===== config.mk =====
export PLATFORM = sky130hd
export DESIGN_NAME = fetch_queue
export DESIGN_NICKNAME = d
export VERILOG_FILES = /design/src/rtl/fetch_pkg.sv /design/src/rtl/fetch_fifo.sv /design/src/rtl/fetch_queue.sv
export SDC_FILE = /design/constraint.sdc
export NUM_CORES = 1
export LEC_CHECK = 0
export CELL_PAD_IN_SITES_DETAIL_PLACEMENT = 1
export CELL_PAD_IN_SITES_GLOBAL_PLACEMENT = 2
export CORE_MARGIN = 3
export CORE_UTILIZATION = 35
export DETAILED_ROUTE_END_ITERATION = 16
export PLACE_DENSITY_LB_ADDON = 0.1
export SETUP_SLACK_MARGIN = 0.1
export SYNTH_ARGS = -nofsm -noshare
export SYNTH_HDL_FRONTEND = slang
export SYNTH_HIERARCHICAL = 1
export SYNTH_SLANG_ARGS = --single-unit
export TNS_END_PERCENT = 5

===== constraint.sdc =====
create_clock -name CLK -period 5.1 [get_ports CLK]
set_input_delay 1.275 -clock CLK [delete_from_list [all_inputs] [get_ports CLK]]
set_output_delay 1.275 -clock CLK [all_outputs]
set_load 0.005 [all_outputs]

===== src/rtl/fetch_pkg.sv =====
// Shared types and helpers for the instruction-fetch front end (fetch_queue, fetch_fifo).
package fetch_pkg;

    localparam int unsigned FETCH_XLEN  = 32;
    localparam int unsigned INSTR_BYTES = 4;

    typedef enum logic [1:0] {
        IDLE = 2'd0,
        REQ  = 2'd1,
        DROP = 2'd2
    } fetch_state_t;

    typedef struct packed {
        logic [FETCH_XLEN-1:0] pc;
        logic [FETCH_XLEN-1:0] instr;
    } fetch_entry_t;

    function automatic int unsigned clog2(input int unsigned value);
        int unsigned r;
        r = 0;
        while ((32'd1 << r) < value) r = r + 1;
        return r;
    endfunction

endpackage


===== src/rtl/fetch_fifo.sv =====
// Circular buffer of fetched {pc, instr} entries; pointers wrap naturally, flush empties it.
module fetch_fifo
    import fetch_pkg::*;
#(
    parameter int unsigned DEPTH = 4
) (
    input  logic                   clk,
    input  logic                   rst,
    input  logic                   push,
    input  logic                   pop,
    input  logic                   flush,
    input  fetch_entry_t           push_entry,
    output logic                   full,
    output logic                   empty,
    output logic [clog2(DEPTH):0]  count,
    output fetch_entry_t           head
);

    localparam int unsigned PTR_W = clog2(DEPTH);

    fetch_entry_t     mem [DEPTH];
    logic [PTR_W-1:0] wr_ptr;
    logic [PTR_W-1:0] rd_ptr;
    logic             do_push;
    logic             do_pop;

    assign full    = (count == (PTR_W+1)'(DEPTH));
    assign empty   = (count == '0);
    assign do_push = push && !full;
    assign do_pop  = pop && !empty;
    assign head    = mem[rd_ptr];

    always_ff @(posedge clk) begin
        if (rst || flush) begin
            wr_ptr <= '0;
            rd_ptr <= '0;
            count  <= '0;
        end else begin
            if (do_push) wr_ptr <= wr_ptr + 1'b1;
            if (do_pop)  rd_ptr <= rd_ptr + 1'b1;
            count <= count + {{PTR_W{1'b0}}, do_push} - {{PTR_W{1'b0}}, do_pop};
        end
    end

    // Storage needs no reset: head is only observed when count is non-zero.
    always_ff @(posedge clk) begin
        if (!rst && !flush && do_push) mem[wr_ptr] <= push_entry;
    end

endmodule


===== src/rtl/fetch_queue.sv =====
// Instruction-fetch front end: sequential requests, DEPTH-entry queue, redirect flush.
// Optional same-cycle response bypass to decode is enabled by defining FETCH_BYPASS_EN.
module fetch_queue
    import fetch_pkg::*;
#(
    parameter int unsigned            XLEN      = FETCH_XLEN,
    parameter int unsigned            DEPTH     = 4,
    parameter logic [XLEN-1:0]        RESET_ADR = '0
) (
    input  logic            CLK,
    input  logic            RES,
    output logic            instr_req,
    output logic [XLEN-1:0] instr_adr,
    input  logic            instr_valid,
    input  logic [XLEN-1:0] instr_read,
    output logic            out_valid,
    input  logic            out_ready,
    output logic [XLEN-1:0] out_instr,
    output logic [XLEN-1:0] out_pc,
    input  logic            redirect,
    input  logic [XLEN-1:0] redirect_adr
);

    localparam int unsigned      CNT_W   = clog2(DEPTH) + 1;
    localparam logic [CNT_W:0]   DEPTH_W = (CNT_W+1)'(DEPTH);

    fetch_state_t     state;
    fetch_state_t     next_state;
    logic [XLEN-1:0]  pend_adr;
    logic [XLEN-1:0]  next_adr;
    logic [XLEN-1:0]  next_pend;
    logic [XLEN-1:0]  target;
    logic             push;
    logic             pop;
    logic             full;
    logic             empty;
    logic [CNT_W-1:0] count;
    logic [CNT_W:0]   count_after;
    logic             bypass;
    fetch_entry_t     push_entry;
    fetch_entry_t     head;

    assign target = redirect_adr & ~XLEN'(3);

`ifdef FETCH_BYPASS_EN
    assign bypass = (state == REQ) && instr_valid && empty && !redirect;
`else
    assign bypass = 1'b0;
`endif

    assign push_entry.pc    = instr_adr;
    assign push_entry.instr = instr_read;

    fetch_fifo #(
        .DEPTH (DEPTH)
    ) u_fifo (
        .clk        (CLK),
        .rst        (RES),
        .push       (push),
        .pop        (pop),
        .flush      (redirect),
        .push_entry (push_entry),
        .full       (full),
        .empty      (empty),
        .count      (count),
        .head       (head)
    );

    always_comb begin
        out_valid = 1'b0;
        out_pc    = '0;
        out_instr = '0;
        if (bypass) begin
            out_valid = 1'b1;
            out_pc    = instr_adr;
            out_instr = instr_read;
        end else if (!empty) begin
            out_valid = 1'b1;
            out_pc    = head.pc;
            out_instr = head.instr;
        end
    end

    always_comb begin
        next_state  = state;
        next_adr    = instr_adr;
        next_pend   = pend_adr;
        push        = 1'b0;
        pop         = !redirect && !empty && out_ready;
        count_after = '0;
        unique case (state)
            IDLE: begin
                if (redirect) begin
                    next_adr   = target;
                    next_state = REQ;
                end else if (!full) begin
                    next_state = REQ;
                end
            end
            REQ: begin
                if (redirect) begin
                    // A coincident response is dropped; otherwise wait it out in DROP.
                    if (instr_valid) begin
                        next_adr = target;
                    end else begin
                        next_pend  = target;
                        next_state = DROP;
                    end
                end else if (instr_valid) begin
                    push        = !(bypass && out_ready);
                    next_adr    = instr_adr + XLEN'(INSTR_BYTES);
                    count_after = {1'b0, count} + {{CNT_W{1'b0}}, push} - {{CNT_W{1'b0}}, pop};
                    if (count_after >= DEPTH_W) next_state = IDLE;
                end
            end
            DROP: begin
                if (redirect) next_pend = target;
                if (instr_valid) begin
                    next_adr   = redirect ? target : pend_adr;
                    next_state = REQ;
                end
            end
            default: next_state = IDLE;
        endcase
    end

    always_ff @(posedge CLK) begin
        if (RES) begin
            state     <= IDLE;
            instr_adr <= RESET_ADR;
            pend_adr  <= '0;
            instr_req <= 1'b0;
        end else begin
            state     <= next_state;
            instr_adr <= next_adr;
            pend_adr  <= next_pend;
            instr_req <= (next_state != IDLE);
        end
    end

endmodule


# Yosys cells after proc, flatten, opt, wreduce, memory -nomap -nowiden
# Memories as Yosys holds them, arrays and structs flattened. A register that Yosys moved wholly into a read port is not among the register bits.
# Cells that the tools add are included.
# Widths: inputs -> output; s select.
[word_totals] ramBits=256 elab_cells=70 n_memories=1 in_bits=69 regBits=74
[classes] n_eq_ne=8 order_cmp=1 muxes=28 reduce_logical=18 addsub=7
[mem_list] memory="u_fifo.mem" words=4 width=64 read_ports=1 rd_clocked_by_memory_dff=1 write_ports=1 line_no="fetch_fifo.sv:21" rtl="fetch_entry_t mem [DEPTH];"
[ops] cell="$mux 32" count=10
[ops] cell="$pmux 32 s3" count=1
[ops] cell="$pmux 32 s2" count=1
[ops] cell="$add 32x3->32 const B" count=1
[ops] cell="$mux 2" count=9
[ops] cell="$ne 2x2->1 const B" count=5
[ops] cell="$logic_and 1x1->1" count=6
[ops] cell="$mux 1" count=6
[ops] cell="$pmux 2 s3" count=1
[ops] cell="$add 2x1->2 const B" count=2
[ops] cell="$add 3x1->4 const B" count=1
[ops] cell="$ge 4x3->1 const B" count=1
[ops] cell="$logic_not 1->1" count=4
[ops] cell="$reduce_and 4->1" count=1
[ops] cell="$reduce_bool 2->1" count=2
[ops] cell="$sub 4x1->4" count=1
[ops] cell="$add 3x1->3" count=1
[ops] cell="$eq 3x3->1 const B" count=1
[ops] cell="$logic_not 3->1" count=1
[ops] cell="$reduce_and 3->1" count=1
[ops] cell="$reduce_bool 3->1" count=1
[ops] cell="$sub 3x1->3" count=1
[ops] cell="$eq 2x1->1 const B" count=1
[ops] cell="$eq 2x2->1 const B" count=1
[ops] cell="2 further kinds" count=2

# Depth between registers and ports, before layout
# Gate-level depths: netlist of run 1.
[logic_depth] word_depth=11 depth_mapped=15 depth_no_buf=14

# Modules after synthesis
# The synthesis of run 1 kept the hierarchy.
[by_module_without_submodules] mod="fetch_fifo" area_each_um2=9791.9 seq_area_each_um2=7867.5 cells_each=384 instances=1
[by_module_without_submodules] mod="fetch_queue" area_each_um2=4366.7 seq_area_each_um2=1341.3 cells_each=581 instances=1

# Worst setup path before layout of run 1
# No wires, ideal clock.
[synth_path] kind="input to register" from="input redirect" to="memory u_fifo/mem[0][0] (netlist bit), enable pin" setup_slack_ps=1027 arrival_time_ps=3644 setup_ps=429 n_path_buf=1 path_stages=6 cell_sequence="nand2b_1 > clkbuf_1 > nor2_1 > inv_1 > nor2_1 > and3_1"
[synth_between] elab_chain_len=6 word_cells_on_any_way=8 classes_between="mux: 4; reduce/logical: 4"
[synth_rtl] item="from (decl)" line_no="fetch_queue.sv:20" rtl="input logic redirect,"
[synth_rtl] item="$mux 1" line_no="fetch_queue.sv:101" rtl="if (redirect) begin"
[synth_rtl] item="$mux 1" line_no="fetch_queue.sv:91" rtl="unique case (state)"
[synth_rtl] item="net push" line_no="fetch_queue.sv:33" rtl="logic push;"
[synth_rtl] item="$logic_and 1x1->1" line_no="fetch_fifo.sv:29" rtl="assign do_push = push && !full;"
[synth_rtl] item="$logic_and 1x1->1" line_no="fetch_fifo.sv:47" rtl="if (!rst && !flush && do_push) mem[wr_ptr] <= push_entry;"
[synth_rtl] item="$mux 1" line_no="fetch_fifo.sv:47"
[synth_rtl] item="$mux 1 (not written as such)" line_no="fetch_fifo.sv:47"
[synth_rtl] item="to (decl)" line_no="fetch_fifo.sv:21"
# The timed path passes the listed nets, and every way through them passes these cells.

==> summary.md, run 1 <==
| Metric | Value |
|---|---|
| Worst slew margin | 0.423 |
| Number of synthesized register bits | around 330 |
| End point of the critical path | out_instr[1] |
| Commonest non-fill, non-tap cell in the layout | sky130_fd_sc_hd__edfxtp_1 |
| Leading register cell type out of synthesis | sky130_fd_sc_hd__edfxtp_1 |
| Post-synth EDFFs | 256 |
| Detailed-route via count | between 8,000 and 9,000 |
| Number of optimization iterations in the first detailed-route pass | 4 |
| Post-Synthesis Net Count | around 1,000 |
| Worst ir drop on vdd | 0.158 mV |
| Outcome | finished clean |
| R2r startpoint | state[1] |
| Library cells used by synthesis | between 60 and 70 |
| Detailed-placement wirelength estimate | between 20 and 25 mm |
| Number of nets at the end of the flow | 1,219 |
| Port bufs | ~160 |
| Insertion delay to the later sink of the worst-skew pair | 0.55 ns |
| Part of the cycle the worst path needs | 0.834 |
| Data arrival time at the worst-slack endpoint | around 3.0 ns |
| Endpoint class of the critical path | primary output |
| Sink count of the clock tree | ~330 |
| R2R Path End | u_fifo/count[2] |
| Area of the mapped netlist | between 0.01 and 0.015 sq mm |
| Number of buffers between clock root and the deepest sink | 3 |
| Standard cell core area | roughly 0.04 sq mm |
| Utilization after layout | 0.442 |
| Std-Cell Rows | 73 |
| Detailed-route wire length per cell | between 20 and 25 microns |
| GRT Total Usage | 0.175 |
| Antenna-violating nets left | 0 |
| Post-synthesis sequential area ratio | 0.650 |
| Avg Inst Size Synth | ~15 sq um |
| Count of H-tree levels built during CTS | 2 |
| Area added between synthesis and finish | 24.2% |
| Starting density of the core | 0.356 |
| Worst-case register-to-register setup slack | 1.82 ns |
| Type of element launching the critical path | register |
| TritonCTS clock tree | done |
| Cells resized by post-CTS repair | 0 |
| Width of the die | roughly 210 microns |
| Post-synthesis async set-or-reset flop share | 0 |
| Largest net degree at the start of global routing | 68 |
| Clock-pin slew on the worst setup and hold paths | about 0.060 ns |
| Post-detailed-routing wire length | between 30 and 40 mm |
| Vias per std cell | approximately 5.3 |
| Finish-stage setup viols | 0 |
| Share of cells above drive strength 1 | 0.142 |
| Area of the multi-input gates | roughly 0.0045 sq mm |
| Initial antenna violation count | 0 |
| Data required, critical path | 3.83 ns |
| Number of buffers inserted during clock tree synthesis | 38 |
| Final instance area | between 0.015 and 0.02 sq mm |
| Max Clock Skew | 0.0106 ns |
| Total Negative Setup Slacks | 0 ns |
| WS Path Type | reg2out |
| Worst-case setup margin in the final layout | between 0.8 and 0.9 ns |
| Clock period minus worst slack | about 4.3 ns |
| Critical path peak fanout | 33 |
| Number of max-slew violations in the final report | 0 |
| Overall die area | 0.0429 sq mm |
| Synth Warn # | 6 |
| FF-to-FF path depth | 14 |
| Slew at the pin closest to its max-slew limit | between 0.8 and 0.9 ns |
| Global-route wire length before repair | a little under 60 mm |
| Post-CTS setup buffer count | 0 |
| Slowest stage cell, crit path | sky130_fd_sc_hd__dfxtp_4 |
| Sequential cell area | between 0.009 and 0.01 sq mm |
| Residual overflow from global routing | 0 |
| Largest stage delay on the critical path | between 0.8 and 0.9 ns |
| Top library cells by usage in the layout, fill and taps aside | 256 x sky130_fd_sc_hd__edfxtp_1, 163 x sky130_fd_sc_hd__clkdlybuf4s50_1, 84 x sky130_fd_sc_hd__nand2_1 |
| Ordered cell list for the critical path | buf_4 -> mux4_1 -> nor2b_1 -> clkdlybuf4s50_1 |
| Filler Cells Inserted | just over 4,000 |
| Number of global-route vias before repair | between 9,000 and 10,000 |
| Max capacitance violation total | 0 |
| Worst min path class | reg2reg |
| Die Ht | between 200 and 250 microns |
| # DRC | 0 |
| Routability congestion estimate from global placement | 0.738 |
| Starting DRC count in detailed routing | ~500 |
| LEAKAGE | around 5.6 nW |
| Setup slack after placement | just over 0.8 ns |
| Setup repair after global routing missed its margin | false |
| Power density over the cells | approximately 360 mW/mm^2 |
| Master cell of the clock root buffer | sky130_fd_sc_hd__clkbuf_16 |
| Number of standard cells after synthesis | 965 |
| I/O Pins | 167 |
| Timing-limited maximum frequency | between 200 and 250 MHz |
| DP Area | approximately 0.016 sq mm |
| Post-CTS Hold Buffers | 0 |
| Final hold violation count | 0 |
## power by group
group          internal, W  switching (W)  total, W
clock              0.00150        0.00108   0.00258
sequential         0.00302       0.000160   0.00318
combinational     0.000285       0.000338  0.000623
total              0.00481        0.00158   0.00638
## cells by family after synthesis
logic type / Yosys count / synth area share
adders and majority gates: 12 / 0.0111
DFF: 332 / 0.650
xor gates and xnor gates: 12 / 0.00742
muxes: 70 / 0.107
buffers and inverters: 81 / 0.0309
AOI/OAI and AO/OA: 173 / 0.0832
and+or+nand+nor: 285 / 0.110
## critical path, delay by kind of cell, from the launching register on
family | cells | cell delay (ns)
buffers and inverters | 2 | 0.87
flip-flops | 1 | 0.83
multiplexers | 1 | 0.57
AND/OR/NAND/NOR | 1 | 0.16
## metal layers
metal	vias to the layer above	GRT usage	wire length (microns)
li1	4112	-	-
met1	4540	0.239	17400
met2	186	0.292	18600
met3	45	0.0294	1440
met4	0	0.0463	672
met5	-	0	0
## area by class of cell
cell class | count | area share
Sequential cell | 332 | 0.524
Clock inverter | 22 | 0.0100
Tap cell | 525 | 0.0373
Multi-Input combinational cell | 552 | 0.258
Timing Repair Buffer | 196 | 0.110
Inverter | 18 | 0.00384
Antenna cell | 1 | 0.000142
Clock buffer | 46 | 0.0570
## worst min-delay path by stage
stage                       startpoint            to  slack [ns]  cells after the start
after floorplan           pend_adr[11]  pend_adr[11]        0.44                      2
after global placement    pend_adr[10]  pend_adr[10]        0.44                      2
after detailed placement   pend_adr[7]   pend_adr[7]        0.45                      2
after CTS                  pend_adr[7]   pend_adr[7]        0.46                      2
after global routing       pend_adr[7]   pend_adr[7]        0.48                      2
final                      pend_adr[7]   pend_adr[7]        0.45                      2
## sequential cells by signal, indices dropped and copies added, names as in the netlist, named ones only
signal,cells
u_fifo/count,3
instr_req,1
u_fifo/wr_ptr,2
u_fifo/rd_ptr,2
u_fifo/mem,256
state,2
instr_adr,32
pend_adr,32
## through the flow
| step | hold slack, ns | instances | power (W) |
|---|---|---|---|
| floorplan | 0.436 | 965 | 0.00348 |
| global placement | 0.442 | 1623 | 0.00386 |
| detailed placement | 0.448 | 1623 | 0.00387 |
| CTS | 0.456 | 1691 | 0.00649 |
| global route | 0.476 | 1691 | 0.00666 |
| finish | 0.453 | 1692 | 0.00638 |
## synthesized netlist by cell type, types with 7 or more instances
| master | number | share of area |
|---|---|---|
| sky130_fd_sc_hd__clkbuf_1 | 43 | 0.011 |
| sky130_fd_sc_hd__and3_1 | 11 | 0.0049 |
| sky130_fd_sc_hd__xnor2_1 | 7 | 0.0043 |
| sky130_fd_sc_hd__nand2_1 | 84 | 0.022 |
| sky130_fd_sc_hd__dfxtp_1 | 76 | 0.11 |
| sky130_fd_sc_hd__edfxtp_1 | 256 | 0.54 |
| sky130_fd_sc_hd__a221o_1 | 13 | 0.0092 |
| sky130_fd_sc_hd__nor2_1 | 40 | 0.011 |
| sky130_fd_sc_hd__buf_2 | 9 | 0.0032 |
| sky130_fd_sc_hd__o21ai_0 | 31 | 0.011 |
| sky130_fd_sc_hd__nand3_1 | 17 | 0.0060 |
| sky130_fd_sc_hd__a21oi_1 | 48 | 0.017 |
| sky130_fd_sc_hd__a221oi_1 | 11 | 0.0068 |
| sky130_fd_sc_hd__mux4_2 | 60 | 0.095 |
| sky130_fd_sc_hd__o2111ai_1 | 7 | 0.0043 |
| sky130_fd_sc_hd__nor2b_1 | 69 | 0.030 |
| sky130_fd_sc_hd__nand4_1 | 13 | 0.0057 |
| sky130_fd_sc_hd__inv_1 | 18 | 0.0048 |
| sky130_fd_sc_hd__ha_1 | 11 | 0.0097 |
| sky130_fd_sc_hd__a22o_1 | 11 | 0.0068 |
| sky130_fd_sc_hd__a31oi_1 | 13 | 0.0057 |
| sky130_fd_sc_hd__nor3_1 | 15 | 0.0053 |
Note: power is estimated with default switching activity, not from simulation.
==> run 2: changes to the inputs <==
==> constraint.sdc (replaced) <==
create_clock -name CLK -period 4.4 [get_ports CLK]
set_input_delay 1.1 -clock CLK [delete_from_list [all_inputs] [get_ports CLK]]
set_output_delay 1.1 -clock CLK [all_outputs]
set_load 0.005 [all_outputs]
==> run 2 against run 1 <==
- wire length rose by 0.98%
- sequential share of layout area fell by 0.53 points
- via count rose by 1.1%
- setup slack got worse by 0.20 ns
- clock-buffer cell count did not move
- critical path type unchanged
- largest power group unchanged
==> summary.md, run 2 (synthesis results as in run 1) <==
| Metric | Value |
|---|---|
| Outcome | finished clean |
| I/O Pins | 167 |
| Vias per std cell | approximately 5.3 |
| GRT Total Usage | 0.179 |
| Number of optimization iterations in the first detailed-route pass | 4 |
| Number of buffers between clock root and the deepest sink | 3 |
| Detailed-route wire length per cell | 22.6 microns |
| Final hold violation count | 0 |
| Std-Cell Rows | 73 |
| Starting DRC count in detailed routing | between 400 and 500 |
| TritonCTS clock tree | done |
| Post-CTS setup buffer count | 0 |
| Largest net degree at the start of global routing | 71 |
| Number of nets at the end of the flow | roughly 1,200 |
| Data required, critical path | ~3.3 ns |
| Area added between synthesis and finish | 25.5% |
| Total Negative Setup Slacks | 0 ns |
| Critical path peak fanout | 14 |
| Count of H-tree levels built during CTS | 2 |
| Clock period minus worst slack | 3.76 ns |
| Residual overflow from global routing | 0 |
| Worst ir drop on vdd | between 0.2 and 0.3 mV |
| Timing-limited maximum frequency | between 200 and 300 MHz |
| Worst min path class | reg2reg |
| Share of cells above drive strength 1 | 0.149 |
| Utilization after layout | 0.446 |
| Max Clock Skew | 0.0215 ns |
| Top library cells by usage in the layout, fill and taps aside | 256 x sky130_fd_sc_hd__edfxtp_1, 163 x sky130_fd_sc_hd__clkdlybuf4s50_1, 84 x sky130_fd_sc_hd__nand2_1 |
| Top register by number of flip-flops | u_fifo/mem |
| Number of flip-flops in the largest register | between 200 and 300 |
| Overall die area | approximately 0.043 sq mm |
| Data arrival time at the worst-slack endpoint | approximately 2.7 ns |
| Commonest non-fill, non-tap cell in the layout | sky130_fd_sc_hd__edfxtp_1 |
| Standard cell core area | around 0.04 sq mm |
| Power density over the cells | around 420 mW/mm^2 |
| Regs by FF count | u_fifo/mem (256), instr_adr (32), pend_adr (32) |
| Number of max-slew violations in the final report | 0 |
| Clock-pin slew on the worst setup and hold paths | approximately 0.060 ns |
| Worst-case setup margin in the final layout | between 0.6 and 0.7 ns |
| Insertion delay to the later sink of the worst-skew pair | between 0.5 and 0.6 ns |
| Sink count of the clock tree | around 330 |
| Slew at the pin closest to its max-slew limit | 0.886 ns |
| Initial antenna violation count | 1 |
| Routability congestion estimate from global placement | about 0.74 |
| Number of global-route vias before repair | about 9,600 |
| Detailed-placement wirelength estimate | 24.9 mm |
| Endpoint class of the critical path | primary output |
| Antenna-violating nets left | 0 |
| Setup repair after global routing missed its margin | false |
| Max capacitance violation total | 0 |
| Die Ht | around 210 microns |
| LEAKAGE | 5.69 nW |
| Global-route wire length before repair | 59.4 mm |
| Post-detailed-routing wire length | a little under 40 mm |
| Master cell of the clock root buffer | sky130_fd_sc_hd__clkbuf_16 |
| DP Area | 0.0166 sq mm |
| Cells resized by post-CTS repair | 0 |
| # DRC | 0 |
| Type of element launching the critical path | register |
| Setup slack after placement | between 0.6 and 0.7 ns |
| Final instance area | 0.0178 sq mm |
| Post-CTS Hold Buffers | 0 |
| Filler Cells Inserted | roughly 4,000 |
| Worst slew margin | 0.409 |
| Port bufs | 164 |
| DP Cell Count | between 1,500 and 2,000 |
| Starting density of the core | 0.356 |
| Part of the cycle the worst path needs | 0.854 |
| Final standard cell count with taps included and fillers excluded | around 1,700 |
| Number of buffers inserted during clock tree synthesis | 39 |
| WS Path Type | reg2out |
| Width of the die | between 200 and 250 microns |
| Detailed-route via count | 8,977 |
| Finish-stage setup viols | 0 |
[run 2: changes by cell type in the layout (fill, tap and decap cells not counted)]
cell / delta
sky130_fd_sc_hd__clkinv_2: -3
sky130_fd_sc_hd__inv_6: +3
sky130_fd_sc_hd__buf_12: +6
sky130_fd_sc_hd__clkinv_8: -2
sky130_fd_sc_hd__clkinvlp_4: +1
sky130_fd_sc_hd__bufinv_16: +1
sky130_fd_sc_hd__buf_4: +5
sky130_fd_sc_hd__clkinv_1: +2
[run 2: critical path, stage by stage, from the launching register on]
cell                              delay, ns
sky130_fd_sc_hd__dfxtp_4               0.56
sky130_fd_sc_hd__buf_4                 0.32
sky130_fd_sc_hd__mux4_1                0.57
sky130_fd_sc_hd__nor2b_1               0.14
sky130_fd_sc_hd__clkdlybuf4s50_1       0.52
[run 2: layer usage]
metal	vias to the layer above	routed length, microns	GRT usage	part of all wire
li1	4144	-	-	-
met1	4598	17800	0.245	0.46
met2	181	18400	0.295	0.48
met3	52	1470	0.0289	0.038
met4	2	837	0.0534	0.022
met5	-	17	0	0.00044
[run 2: metrics by stage]
step | hold WS [ns] | total power, W
2_1_floorplan | 0.436 | 0.00404
3_3_place_gp | 0.441 | 0.00449
3_5_place_dp | 0.447 | 0.00450
4_1_cts | 0.455 | 0.00761
5_1_grt | 0.480 | 0.00782
6_report | 0.453 | 0.00750
[run 2: power breakdown]
| part | internal, W | leakage, nW | switching [W] |
|---|---|---|---|
| registers | 0.00350 | 2.95 | 0.000189 |
| clock network | 0.00180 | 0.580 | 0.00127 |
| logic | 0.000344 | 2.16 | 0.000395 |
| total | 0.00565 | 5.69 | 0.00186 |
[run 2: path summary, 6_finish.rpt]
check	depth (start not counted)	slack [ns]	to	start
setup / recovery	4	0.64	out_pc[31]	register
hold / removal	2	0.45	pend_adr[7]	pend_adr[7]
setup reg to reg	6	1.52	instr_adr[28]	instr_adr[2]
hold reg to reg	2	0.45	pend_adr[7]	pend_adr[7]
[run 2: final cells by class]
class	count	area, sq um	area share
repair buffers	207	2080	0.117
clock inverters	24	200	0.0113
multi-input cells	552	4540	0.256
well taps	525	657	0.0370
clock buffers	46	1000	0.0564
flip-flops and latches	332	9220	0.519
inverters	18	67.6	0.00380
diodes	1	2.50	0.000141
==> run 3: changes to the inputs <==
--- a/config.mk
+++ b/config.mk
@@ -7,9 +7,12 @@
 export LEC_CHECK = 0
 export CELL_PAD_IN_SITES_DETAIL_PLACEMENT = 1
 export CELL_PAD_IN_SITES_GLOBAL_PLACEMENT = 2
+export CORE_ASPECT_RATIO = 1.25
 export CORE_MARGIN = 3
 export CORE_UTILIZATION = 35
+export CTS_BUF_LIST = sky130_fd_sc_hd__clkbuf_16
 export DETAILED_ROUTE_END_ITERATION = 16
+export GPL_TIMING_DRIVEN = 0
 export PLACE_DENSITY_LB_ADDON = 0.1
 export SETUP_SLACK_MARGIN = 0.1
 export SYNTH_ARGS = -nofsm -noshare
==> run 3 against run 2 <==
- sequential power about the same
- clock skew fell by 0.0021 ns
- largest cell class unchanged
- global-route usage rose by 0.63 points
- critical path type is now in2reg
==> summary.md, run 3 (synthesis results as in run 1) <==
| Metric | Value |
|---|---|
| Clock period minus worst slack | 4.01 ns |
| Top register by number of flip-flops | u_fifo/mem |
| Power density over the cells | between 400 and 500 mW/mm^2 |
| Share of cells above drive strength 1 | 0.125 |
| Count of H-tree levels built during CTS | 2 |
| Top delay family on crit path | buffers and inverters |
| R2r startpoint | state[0] |
| GRT Total Usage | 0.185 |
| Post-CTS setup buffer count | 0 |
| Endpoint class of the critical path | register |
| Final hold violation count | 0 |
| Number of buffers inserted during clock tree synthesis | 36 |
| Data arrival time at the worst-slack endpoint | approximately 4.4 ns |
| Number of flip-flops in the largest register | between 200 and 300 |
| Residual overflow from global routing | 0 |
| Detailed-route wire length per cell | about 24 microns |
| Outcome | finished clean |
| Data required, critical path | 4.78 ns |
| Detailed-route via count | 9,101 |
| Max Clock Skew | 0.0195 ns |
| Starting density of the core | 0.358 |
| Cell repeated most along the worst path | sky130_fd_sc_hd__inv_1 |
| Number of nets at the end of the flow | around 1,300 |
| Filler Cells Inserted | 3,930 |
| Post-detailed-routing wire length | between 40 and 50 mm |
| Hold path startpoint | pend_adr[5] |
| Number of max-slew violations in the final report | 0 |
| Routability congestion estimate from global placement | between 0.8 and 0.9 |
| Post-CTS Hold Buffers | 0 |
| Clock-pin slew on the worst setup and hold paths | 0.06 ns |
| Count of inserted antenna diode cells | 0 |
| Largest stage delay on the critical path | 0.66 ns |
| Master cell of the clock root buffer | sky130_fd_sc_hd__clkbuf_16 |
| Port bufs | 164 |
| Finish-stage setup viols | 0 |
| Worst-case setup margin in the final layout | between 0.3 and 0.4 ns |
| # DRC | 0 |
| Slowest stage cell, crit path | sky130_fd_sc_hd__clkdlybuf4s50_1 |
| Standard cell core area | 0.0395 sq mm |
| Setup slack after placement | -0.193 ns |
| Number of optimization iterations in the first detailed-route pass | 4 |
| Insertion delay to the later sink of the worst-skew pair | 0.53 ns |
| Timing-limited maximum frequency | between 200 and 250 MHz |
| Worst slew margin | 0.444 |
| Largest net degree at the start of global routing | 45 |
| Vias per std cell | 5.37 |
| Critical Path Source | redirect |
| I/O Pins | between 150 and 200 |
| Die Ht | 231 microns |
| Starting DRC count in detailed routing | 588 |
| TritonCTS clock tree | done |
| Regs by FF count | u_fifo/mem (256), instr_adr (32), pend_adr (32) |
| Ordered cell list for the critical path | clkdlybuf4s50_1 -> nand2b_1 -> clkbuf_1 -> nor2_1 -> inv_1 -> nor2_1 -> inv_1 -> ha_1 -> inv_1 -> ha_1 -> fa_1 -> xnor2_1 -> xnor2_1 -> nor3_1 |
| Top library cells by usage in the layout, fill and taps aside | 256 x sky130_fd_sc_hd__edfxtp_1, 164 x sky130_fd_sc_hd__clkdlybuf4s50_1, 84 x sky130_fd_sc_hd__nand2_1 |
| WS Path Type | in2reg |
| Number of global-route vias before repair | between 9,000 and 10,000 |
| Worst min path class | reg2reg |
| Slew at the pin closest to its max-slew limit | roughly 0.83 ns |
| Area added between synthesis and finish | 24.6% |
| DP Area | around 0.017 sq mm |
| Type of element launching the critical path | input pin |
| LEAKAGE | 5.63 nW |
| Worst ir drop on vdd | 0.228 mV |
| Part of the cycle the worst path needs | 0.912 |
| Detailed-placement wirelength estimate | around 28 mm |
| Global-route wire length before repair | 59.4 mm |
| Std-Cell Rows | a little over 80 |
| Max capacitance violation total | 0 |
| Initial antenna violation count | 0 |
| Total Negative Setup Slacks | 0 ns |
| Final instance area | roughly 0.018 sq mm |
| Sink count of the clock tree | approximately 330 |
| Number of buffer and inverter stages on the critical path | 5 |
| Commonest non-fill, non-tap cell in the layout | sky130_fd_sc_hd__edfxtp_1 |
| Critical path peak fanout | 11 |
| Antenna-violating nets left | 0 |
| Width of the die | about 190 microns |
| Number of buffers between clock root and the deepest sink | 3 |
| Setup repair after global routing missed its margin | false |
| Overall die area | about 0.043 sq mm |
==> run 3: cell count changes in the layout (fill, tap and decap cells not counted), sizes merged <==
| cell | delta |
|---|---|
| bufinv | -3 |
| diode | -1 |
| buf | -22 |
| inv | +6 |
| clkdlybuf4s50 | +1 |
| clkinv | -2 |
| clkbuf | +37 |
==> run 3: what timing repair did <==
action / CTS / global route
setup endpoints to repair: 40 / 0
gates resized for setup: 2 / 0
endpoints found under the hold margin: 0 / 0
==> run 3: metal layers <==
metal	vias to the layer above	wire, microns	part of all wire	GRT usage
met5	-	0	0	0
met4	0	1000	0.025	0.0519
met3	55	1610	0.040	0.0279
met2	225	20400	0.51	0.327
met1	4654	17000	0.42	0.235
li1	4167	-	-	-
==> run 3: worst paths after layout <==
kind	to	slack [ns]	depth (start not counted)
min reg2reg	pend_adr[5]	0.46	2
min	pend_adr[5]	0.46	2
max	u_fifo/count[2]	0.39	14
max reg2reg	u_fifo/count[2]	1.01	14
==> run 3: area by class of cell <==
| cell class | instances | area, sq um | share of cell area |
|---|---|---|---|
| flip-flops and latches | 332 | 9210 | 0.522 |
| plain buffers | 63 | 372 | 0.0211 |
| clock buffers | 38 | 951 | 0.0539 |
| clock inverters | 25 | 125 | 0.00709 |
| multi-input cells | 552 | 4540 | 0.257 |
| well taps | 498 | 623 | 0.0353 |
| inverters | 18 | 67.6 | 0.00383 |
| repair buffers | 168 | 1750 | 0.0993 |
==> run 3: stage by stage <==
| step | hold slack (ns) | instances | power, W | util |
|---|---|---|---|---|
| 2_1_floorplan | 0.436 | 965 | 0.00404 | - |
| 3_5_place_dp | 0.447 | 1631 | 0.00452 | 0.419 |
| 6_report | 0.458 | 1694 | 0.00722 | 0.446 |
| 5_1_grt | 0.472 | 1694 | 0.00753 | 0.446 |
| 4_1_cts | 0.456 | 1694 | 0.00733 | 0.446 |
| 3_3_place_gp | 0.441 | 1627 | 0.00451 | 0.416 |
==> run 3: worst register-to-register path, stage by stage (launching register included) <==
cell	delay [ns]
sky130_fd_sc_hd__dfxtp_1	0.39
sky130_fd_sc_hd__ha_1	0.39
sky130_fd_sc_hd__nand2b_1	0.18
sky130_fd_sc_hd__clkbuf_1	0.31
sky130_fd_sc_hd__nor2_1	0.16
sky130_fd_sc_hd__inv_1	0.07
sky130_fd_sc_hd__nor2_1	0.39
sky130_fd_sc_hd__inv_1	0.10
sky130_fd_sc_hd__ha_1	0.29
sky130_fd_sc_hd__inv_1	0.04
sky130_fd_sc_hd__ha_1	0.18
sky130_fd_sc_hd__fa_1	0.38
sky130_fd_sc_hd__xnor2_1	0.19
sky130_fd_sc_hd__xnor2_1	0.14
sky130_fd_sc_hd__nor3_1	0.06
==> run 3: power breakdown <==
part	switching, W	total [W]	internal [W]
Sequential	0.000185	0.00368	0.00350
Combinational	0.000440	0.000769	0.000329
Clock	0.00121	0.00277	0.00156
